`src/rtl/mem_queue_ctrl.sv`:
```
// Valid/ready FIFO controller in front of an external 1R1W memory with a
// registered read address; a 2-entry output buffer hides the read latency.
module mem_queue_ctrl #(
    parameter int DATA_W = 64,
    parameter int ADDR_W = 5
) (
    input  logic              clock,
    input  logic              reset,
    input  logic              enq_valid,
    output logic              enq_ready,
    input  logic [DATA_W-1:0] enq_data,
    output logic              deq_valid,
    input  logic              deq_ready,
    output logic [DATA_W-1:0] deq_data,
    output logic [5:0]        count,
    output logic [ADDR_W-1:0] mem_raddr,
    input  logic [DATA_W-1:0] mem_rdata,
    output logic [ADDR_W-1:0] mem_waddr,
    output logic [DATA_W-1:0] mem_wdata
);
    localparam int DEPTH = 2 ** ADDR_W;
    localparam logic [ADDR_W-1:0] MEM_MAX = ADDR_W'(DEPTH - 1);

    logic [ADDR_W-1:0] wr_ptr_q, wr_ptr_d;
    logic [ADDR_W-1:0] rd_ptr_q, rd_ptr_d;
    logic [ADDR_W-1:0] mem_cnt_q, mem_cnt_d;
    logic              inflight_q, inflight_d;
    logic [1:0]        ob_cnt_q, ob_cnt_d;
    logic [DATA_W-1:0] ob0_q, ob0_d;
    logic [DATA_W-1:0] ob1_q, ob1_d;

    logic       enq_fire;
    logic       deq_fire;
    logic       fetch;
    logic [2:0] ob_occ;

    // The write slot is always free, so the memory holds at most DEPTH-1.
    assign enq_ready = reset & (mem_cnt_q != MEM_MAX);
    assign deq_valid = reset & (ob_cnt_q != 2'd0);
    assign deq_data  = ob0_q;
    assign enq_fire  = enq_valid & enq_ready;
    assign deq_fire  = deq_valid & deq_ready;

    assign mem_raddr = rd_ptr_q;
    assign mem_waddr = wr_ptr_q;
    assign mem_wdata = enq_data;

    assign ob_occ = {1'b0, ob_cnt_q} + {2'b00, inflight_q};
    assign fetch  = (mem_cnt_q != '0) &
                    (ob_occ < (3'd2 + {2'b00, deq_fire}));

    assign count = 6'(mem_cnt_q) + 6'(inflight_q) + 6'(ob_cnt_q);

    always_comb begin
        wr_ptr_d   = wr_ptr_q;
        rd_ptr_d   = rd_ptr_q;
        inflight_d = fetch;
        mem_cnt_d  = mem_cnt_q + ADDR_W'(enq_fire) - ADDR_W'(fetch);
        ob_cnt_d   = ob_cnt_q + 2'(inflight_q) - 2'(deq_fire);
        ob0_d      = ob0_q;
        ob1_d      = ob1_q;
        if (enq_fire) begin
            wr_ptr_d = wr_ptr_q + ADDR_W'(1);
        end
        if (fetch) begin
            rd_ptr_d = rd_ptr_q + ADDR_W'(1);
        end
        case ({inflight_q, deq_fire})
            2'b01: ob0_d = ob1_q;
            2'b10: begin
                if (ob_cnt_q == 2'd0) begin
                    ob0_d = mem_rdata;
                end else begin
                    ob1_d = mem_rdata;
                end
            end
            2'b11: begin
                if (ob_cnt_q == 2'd1) begin
                    ob0_d = mem_rdata;
                end else begin
                    ob0_d = ob1_q;
                    ob1_d = mem_rdata;
                end
            end
            default: ;
        endcase
    end

    always_ff @(posedge clock) begin
        if (!reset) begin
            wr_ptr_q   <= '0;
            rd_ptr_q   <= '0;
            mem_cnt_q  <= '0;
            inflight_q <= 1'b0;
            ob_cnt_q   <= 2'd0;
        end else begin
            wr_ptr_q   <= wr_ptr_d;
            rd_ptr_q   <= rd_ptr_d;
            mem_cnt_q  <= mem_cnt_d;
            inflight_q <= inflight_d;
            ob_cnt_q   <= ob_cnt_d;
        end
        ob0_q <= ob0_d;
        ob1_q <= ob1_d;
    end

endmodule

```
`config.mk`:
```
export PLATFORM = sky130hd
export DESIGN_NAME = mem_queue_ctrl
export DESIGN_NICKNAME = d
export VERILOG_FILES = /design/src/rtl/mem_queue_ctrl.sv
export SDC_FILE = /design/constraint.sdc
export NUM_CORES = 1
export LEC_CHECK = 0
export CORE_ASPECT_RATIO = 0.5
export CORE_UTILIZATION = 38
export DETAILED_ROUTE_END_ITERATION = 8
export PLACE_DENSITY = 0.79
export SETUP_SLACK_MARGIN = 0.15
export SYNTH_ARGS = -nofsm -noshare
export SYNTH_HDL_FRONTEND = slang
export SYNTH_SLANG_ARGS = --single-unit
```
`constraint.sdc`:
```
create_clock -name clock -period 3.65 [get_ports clock]
set_clock_uncertainty 0.05 [all_clocks]
set_input_delay 0.365 -clock clock [delete_from_list [all_inputs] [get_ports clock]]
set_output_delay 0.365 -clock clock [all_outputs]
set_load 0.01 [all_outputs]
```
Word-level counts from Yosys, hierarchy flattened --
Index checks and enable logic that the tools add are counted.
Storage, ports and cells: bits in registers 146, input bits 132, output and inout port bits 146, logic and storage cells 44
Operators by class: $add $sub $neg 10, $lt $le $gt $ge 1, eq/ne operators 8, multiplexer cells 6, bitwise operators 5, reduce and logical (&&, ||, !) cells 7
Operator list (count):
- 64-bit 2-to-1 mux | 4
- 64-bit one-hot mux with 3 select lines | 1
- 64-bit one-hot mux with 2 select lines | 1
- 5-bit by 1-bit adder with 5-bit output, second input constant | 2
- 5-bit by 1-bit adder with 6-bit output | 1
- 6-bit by 2-bit adder with 6-bit output | 1
- 2-bit inequality test, second input constant | 3
- 5-bit by 1-bit adder with 5-bit output | 1
- 1-bit AND | 5
- 5-bit inequality test, second input constant | 1
- 5-bit nonzero test | 1
- 5-bit by 1-bit subtractor with 5-bit output | 1
- 2-bit by 1-bit == test with 1-bit output, second input constant | 2
- 2-bit == test, second input constant | 2
- 2-bit nonzero test | 2
- 2-bit by 1-bit adder with 3-bit output | 1
- 2-bit by 1-bit adder with 3-bit output, first input constant | 1
- 3-bit less-than comparator | 1
- 3-bit AND reduction | 1
- 3-bit nonzero test | 1
- 2-bit by 1-bit adder with 2-bit output | 1
- 2-bit logical NOT | 1
- 2-bit AND reduction | 1
- 2-bit by 1-bit subtractor with 2-bit output | 1

Longest topological paths before layout --
depth in word-level cells 7, depth in mapped cells 12, depth with buffers taken out 12

Worst setup path after synthesis --
Ideal clock, no wire load.
path kind input-to-reg, start point in reset, end point reg ob1_q[0], enable pin, library setup time 0.486 ns, arrival time 3.202 ns, data required time 3.114 ns, slack -0.088 ns, stages on the path 3, buffers on the path 0, cell sequence nand2_2 -> a21oi_1 -> nor2_1
On the way: cells in the longest elaborated chain, start to end 5, elaborated cells on any way between the ends 8, those cells by class 4 x eq/ne; 2 x bitwise; 2 x reduce/logical
Ends and longest elaborated chain:
- from (decl) | line 8 | input logic reset,
- 1-bit AND * | line 39 | assign deq_valid = reset & (ob_cnt_q != 2'd0);
- 1-bit AND * | line 42 | assign deq_fire = deq_valid & deq_ready;
- 2-bit == test | line 68 | case ({inflight_q, deq_fire})
- 2-bit inequality test (no line) / 2-bit nonzero test (equally long branches)
- 3-bit AND reduction (no line) *
- to (signal assigned) | line 104 | ob1_q <= ob1_d;
- to (decl) | line 30 | logic [DATA_W-1:0] ob1_q, ob1_d;
Mark *: on every way between the ends. The rest lies on a longest branch, timed or not. A chain may end at the register's enable or synchronous reset.

Worst setup path after layout --
start point reg inflight_q, end point out count[4]
On the way: cells in the longest elaborated chain, start to end 2
Ends and longest elaborated chain:
- from (decl) | line 27 | logic inflight_q, inflight_d;
- from (signal assigned) | line 100 | inflight_q <= inflight_d;
- 5-bit by 1-bit adder with 6-bit output | line 52 | assign count = 6'(mem_cnt_q) + 6'(inflight_q) + 6'(ob_cnt_q);
- 6-bit by 2-bit adder with 6-bit output | line 52
- to (decl) | line 15 | output logic [5:0] count,
Every way passes these cells.

==> flow_summary.json <==
{
  "met2_length_um": 7030,
  "synth.avg_cell_area_um2": 16.1,
  "ant_diodes": 0,
  "routed_via_density": 4.60,
  "via_count": 3307,
  "drt_first_iter_violations": 142,
  "pwr_density_cell_nw_per_um2": 856,
  "worstHoldPathType": "reg2reg",
  "place.detailed.hpwl_um": 9100,
  "post-synth-top-count-cell": "sky130_fd_sc_hd__edfxtp_1",
  "timing.critical_path.to_type": "primary output",
  "n_fill_cell": 1317,
  "ios": 278,
  "netlist-cell-type-count": 33,
  "gpl.final_weighted_congestion": 0.764,
  "reg2reg_setup_slack_ps": 810,
  "cts_htree_levels": 4,
  "finalWorstPathRequiredPeriod_ps": 2980,
  "antenna_violations_before_repair": 0,
  "timing.final.hold_violations": 0,
  "final.setup.tns_ps": 0,
  "synth_common_cells": "128 x sky130_fd_sc_hd__edfxtp_1, 64 x sky130_fd_sc_hd__buf_4, 64 x sky130_fd_sc_hd__mux2_2",
  "core_region_area_um2": 15700,
  "synth_largest_area_cell": "sky130_fd_sc_hd__edfxtp_1",
  "post_route_cells_drive_above_1_share_pct": 20.9,
  "worstSetupStartpointType": "flip-flop",
  "rsz0062_at_grt": "false",
  "clk_transition_reported_paths_ps": 70,
  "wl_met3_um": 900,
  "cts_tree": "built",
  "clkSinkCount": 146,
  "clk_path_buf_depth": 2,
  "flow.area_growth_from_synthesis_pct": 30.9,
  "final_util_pct": 51.8,
  "ir_worst_vdd_uv": 517,
  "initial_core_util_pct": 39.5,
  "grt_overflow": 0,
  "detail_route.first_pass.iterations": 4,
  "report.final.slew_viol_count": 0,
  "drt-total-wl_um": 13100,
  "dieHeight_um": 92.4,
  "synth_seq_cells": 146,
  "holdPathStages": 1,
  "clkLatencyLatePin_ps": 410,
  "synth.top_cells.by_area": "sky130_fd_sc_hd__edfxtp_1 62%, sky130_fd_sc_hd__mux2_2 12%, sky130_fd_sc_hd__buf_4 7.7%, sky130_fd_sc_hd__dfxtp_1 5.8%, sky130_fd_sc_hd__ha_1 3.0%",
  "worst-endpoint-required_ps": 3230,
  "finish.net_count": 635,
  "first_global_vias": 3510,
  "fmax_mhz": 336,
  "cts.repair.resized": 0,
  "placement_rows": 32,
  "grt_max_degree": 65,
  "post-layout-total-power_mw": 6.95,
  "mappedNetlistNets": 535,
  "crit_type": "reg2out",
  "postRouteAntennaNets": 0,
  "fraction_of_synthesized_cell_area_taken_by_the_top_area_cell_type_pct": 61.9,
  "dieArea_um2": 16900,
  "crit_path_max_fanout": 5,
  "cts.hold.buffers_added": 0,
  "wl_per_cell_um": 18.3,
  "postSynthCellCount": 385,
  "run_status": "finished clean",
  "port_buffers": 149,
  "wl_met1_um": 4900,
  "count_of_unresolved_drc_violations_after_routing": 0,
  "buffer_cell_driving_the_clock_tree_root": "sky130_fd_sc_hd__clkbuf_16",
  "cts_made_buffers": 17,
  "synth_top_flop_cell": "sky130_fd_sc_hd__edfxtp_1",
  "worstPathArrival_ps": 2560,
  "grt_first_pass_wirelength_um": 19900,
  "tightestPinTransition_ps": 386,
  "timing.max_slew.rel_slack_pct": 74.3,
  "synth.yosys.warnings": 0,
  "postCtsSetupRepairBufs": 0,
  "die-width_um": 183,
  "share_of_synthesized_area_occupied_by_flip_flops_and_latches_pct": 67.8,
  "fin_crit_sh_pct": 81.6,
  "finalSetupViolCount": 0,
  "gr-usage-all-layers_pct": 15.9,
  "maxCapViolCount": 0,
  "r2r_cells": 11,
  "async_reset_ff_share_pct": 0,
  "top_routing_layer_in_use": "met4",
  "synth-edff-count": 128,
  "leakage_nw": 2.88,
  "synth_area_um2": 6200
}
## critical path: stages, from the launching register on
cell                              delay [ps]
sky130_fd_sc_hd__dfxtp_1                 450
sky130_fd_sc_hd__inv_1                   150
sky130_fd_sc_hd__fa_1                    420
sky130_fd_sc_hd__inv_1                    80
sky130_fd_sc_hd__fa_1                    210
sky130_fd_sc_hd__nand2_1                  80
sky130_fd_sc_hd__xnor2_1                 190
sky130_fd_sc_hd__clkdlybuf4s50_1         570
## through the flow
stage               area [um2]  std cells  setup slack [ps]  hold WS (ps)
floorplan                 6210        385               983           414
global placement          7540        687               606           404
detailed placement        7540        687               553           404
CTS                       8120        719               615           420
global route              8120        719               474           460
finish                    8120        719               672           419
## cell usage in the layout, fill, tap and decap left out, types with 4 or more instances in the layout
cell	n
sky130_fd_sc_hd__nand2_1	9
sky130_fd_sc_hd__inv_8	7
sky130_fd_sc_hd__mux2_2	64
sky130_fd_sc_hd__ha_1	15
sky130_fd_sc_hd__dfxtp_1	18
sky130_fd_sc_hd__clkbuf_16	17
sky130_fd_sc_hd__inv_1	16
sky130_fd_sc_hd__and2_1	10
sky130_fd_sc_hd__clkdlybuf4s50_1	149
sky130_fd_sc_hd__xnor2_1	6
sky130_fd_sc_hd__nor2_1	4
sky130_fd_sc_hd__mux2i_1	6
sky130_fd_sc_hd__edfxtp_1	128
## sequential cells by signal, indices dropped and copies added (netlist names)
name and flops:
mem_waddr 5, ob1_q 64, inflight_q 1, ob_cnt_q 2
mem_cnt_q 5, mem_raddr 5, deq_data 64
## metal layers
metal / vias to the layer above / GRT usage, %
li1: 1546 / -
met1: 1627 / 16.5
met2: 112 / 28.7
met3: 22 / 6.25
met4: 0 / 7.00
met5: - / 0
## path summary, 6_finish.rpt
path                 from           end
max            inflight_q      count[4]
min          mem_waddr[4]  mem_waddr[4]
max reg2reg    inflight_q  mem_cnt_q[4]
min reg2reg  mem_waddr[4]  mem_waddr[4]
## layout make-up
cell class	count	area (um2)	share of cell area (%)
clock inverters	15	160	1.97
well taps	221	277	3.40
clock buffers	17	425	5.24
inverters	16	60.1	0.739
flip-flops and latches	146	4200	51.7
multi-input cells	151	1440	17.7
repair buffers	153	1560	19.2
## where the power goes
part           switching (mW)  internal [mW]
registers               0.196           2.59
clock network           0.788          0.920
logic                    1.16           1.31
## cell families after synthesis
| group | after synthesis | share of synthesized area, % |
|---|---|---|
| flip-flops | 146 | 67.8 |
| multiplexers | 70 | 12.6 |
| XOR/XNOR | 9 | 1.27 |
| AND/OR/NAND/NOR | 39 | 3.39 |
| buffers and inverters | 88 | 9.32 |
| adder cells (fa/ha/maj) | 18 | 3.99 |
| AO/OA/AOI/OAI | 15 | 1.69 |
(Power assumes the default switching activity.)
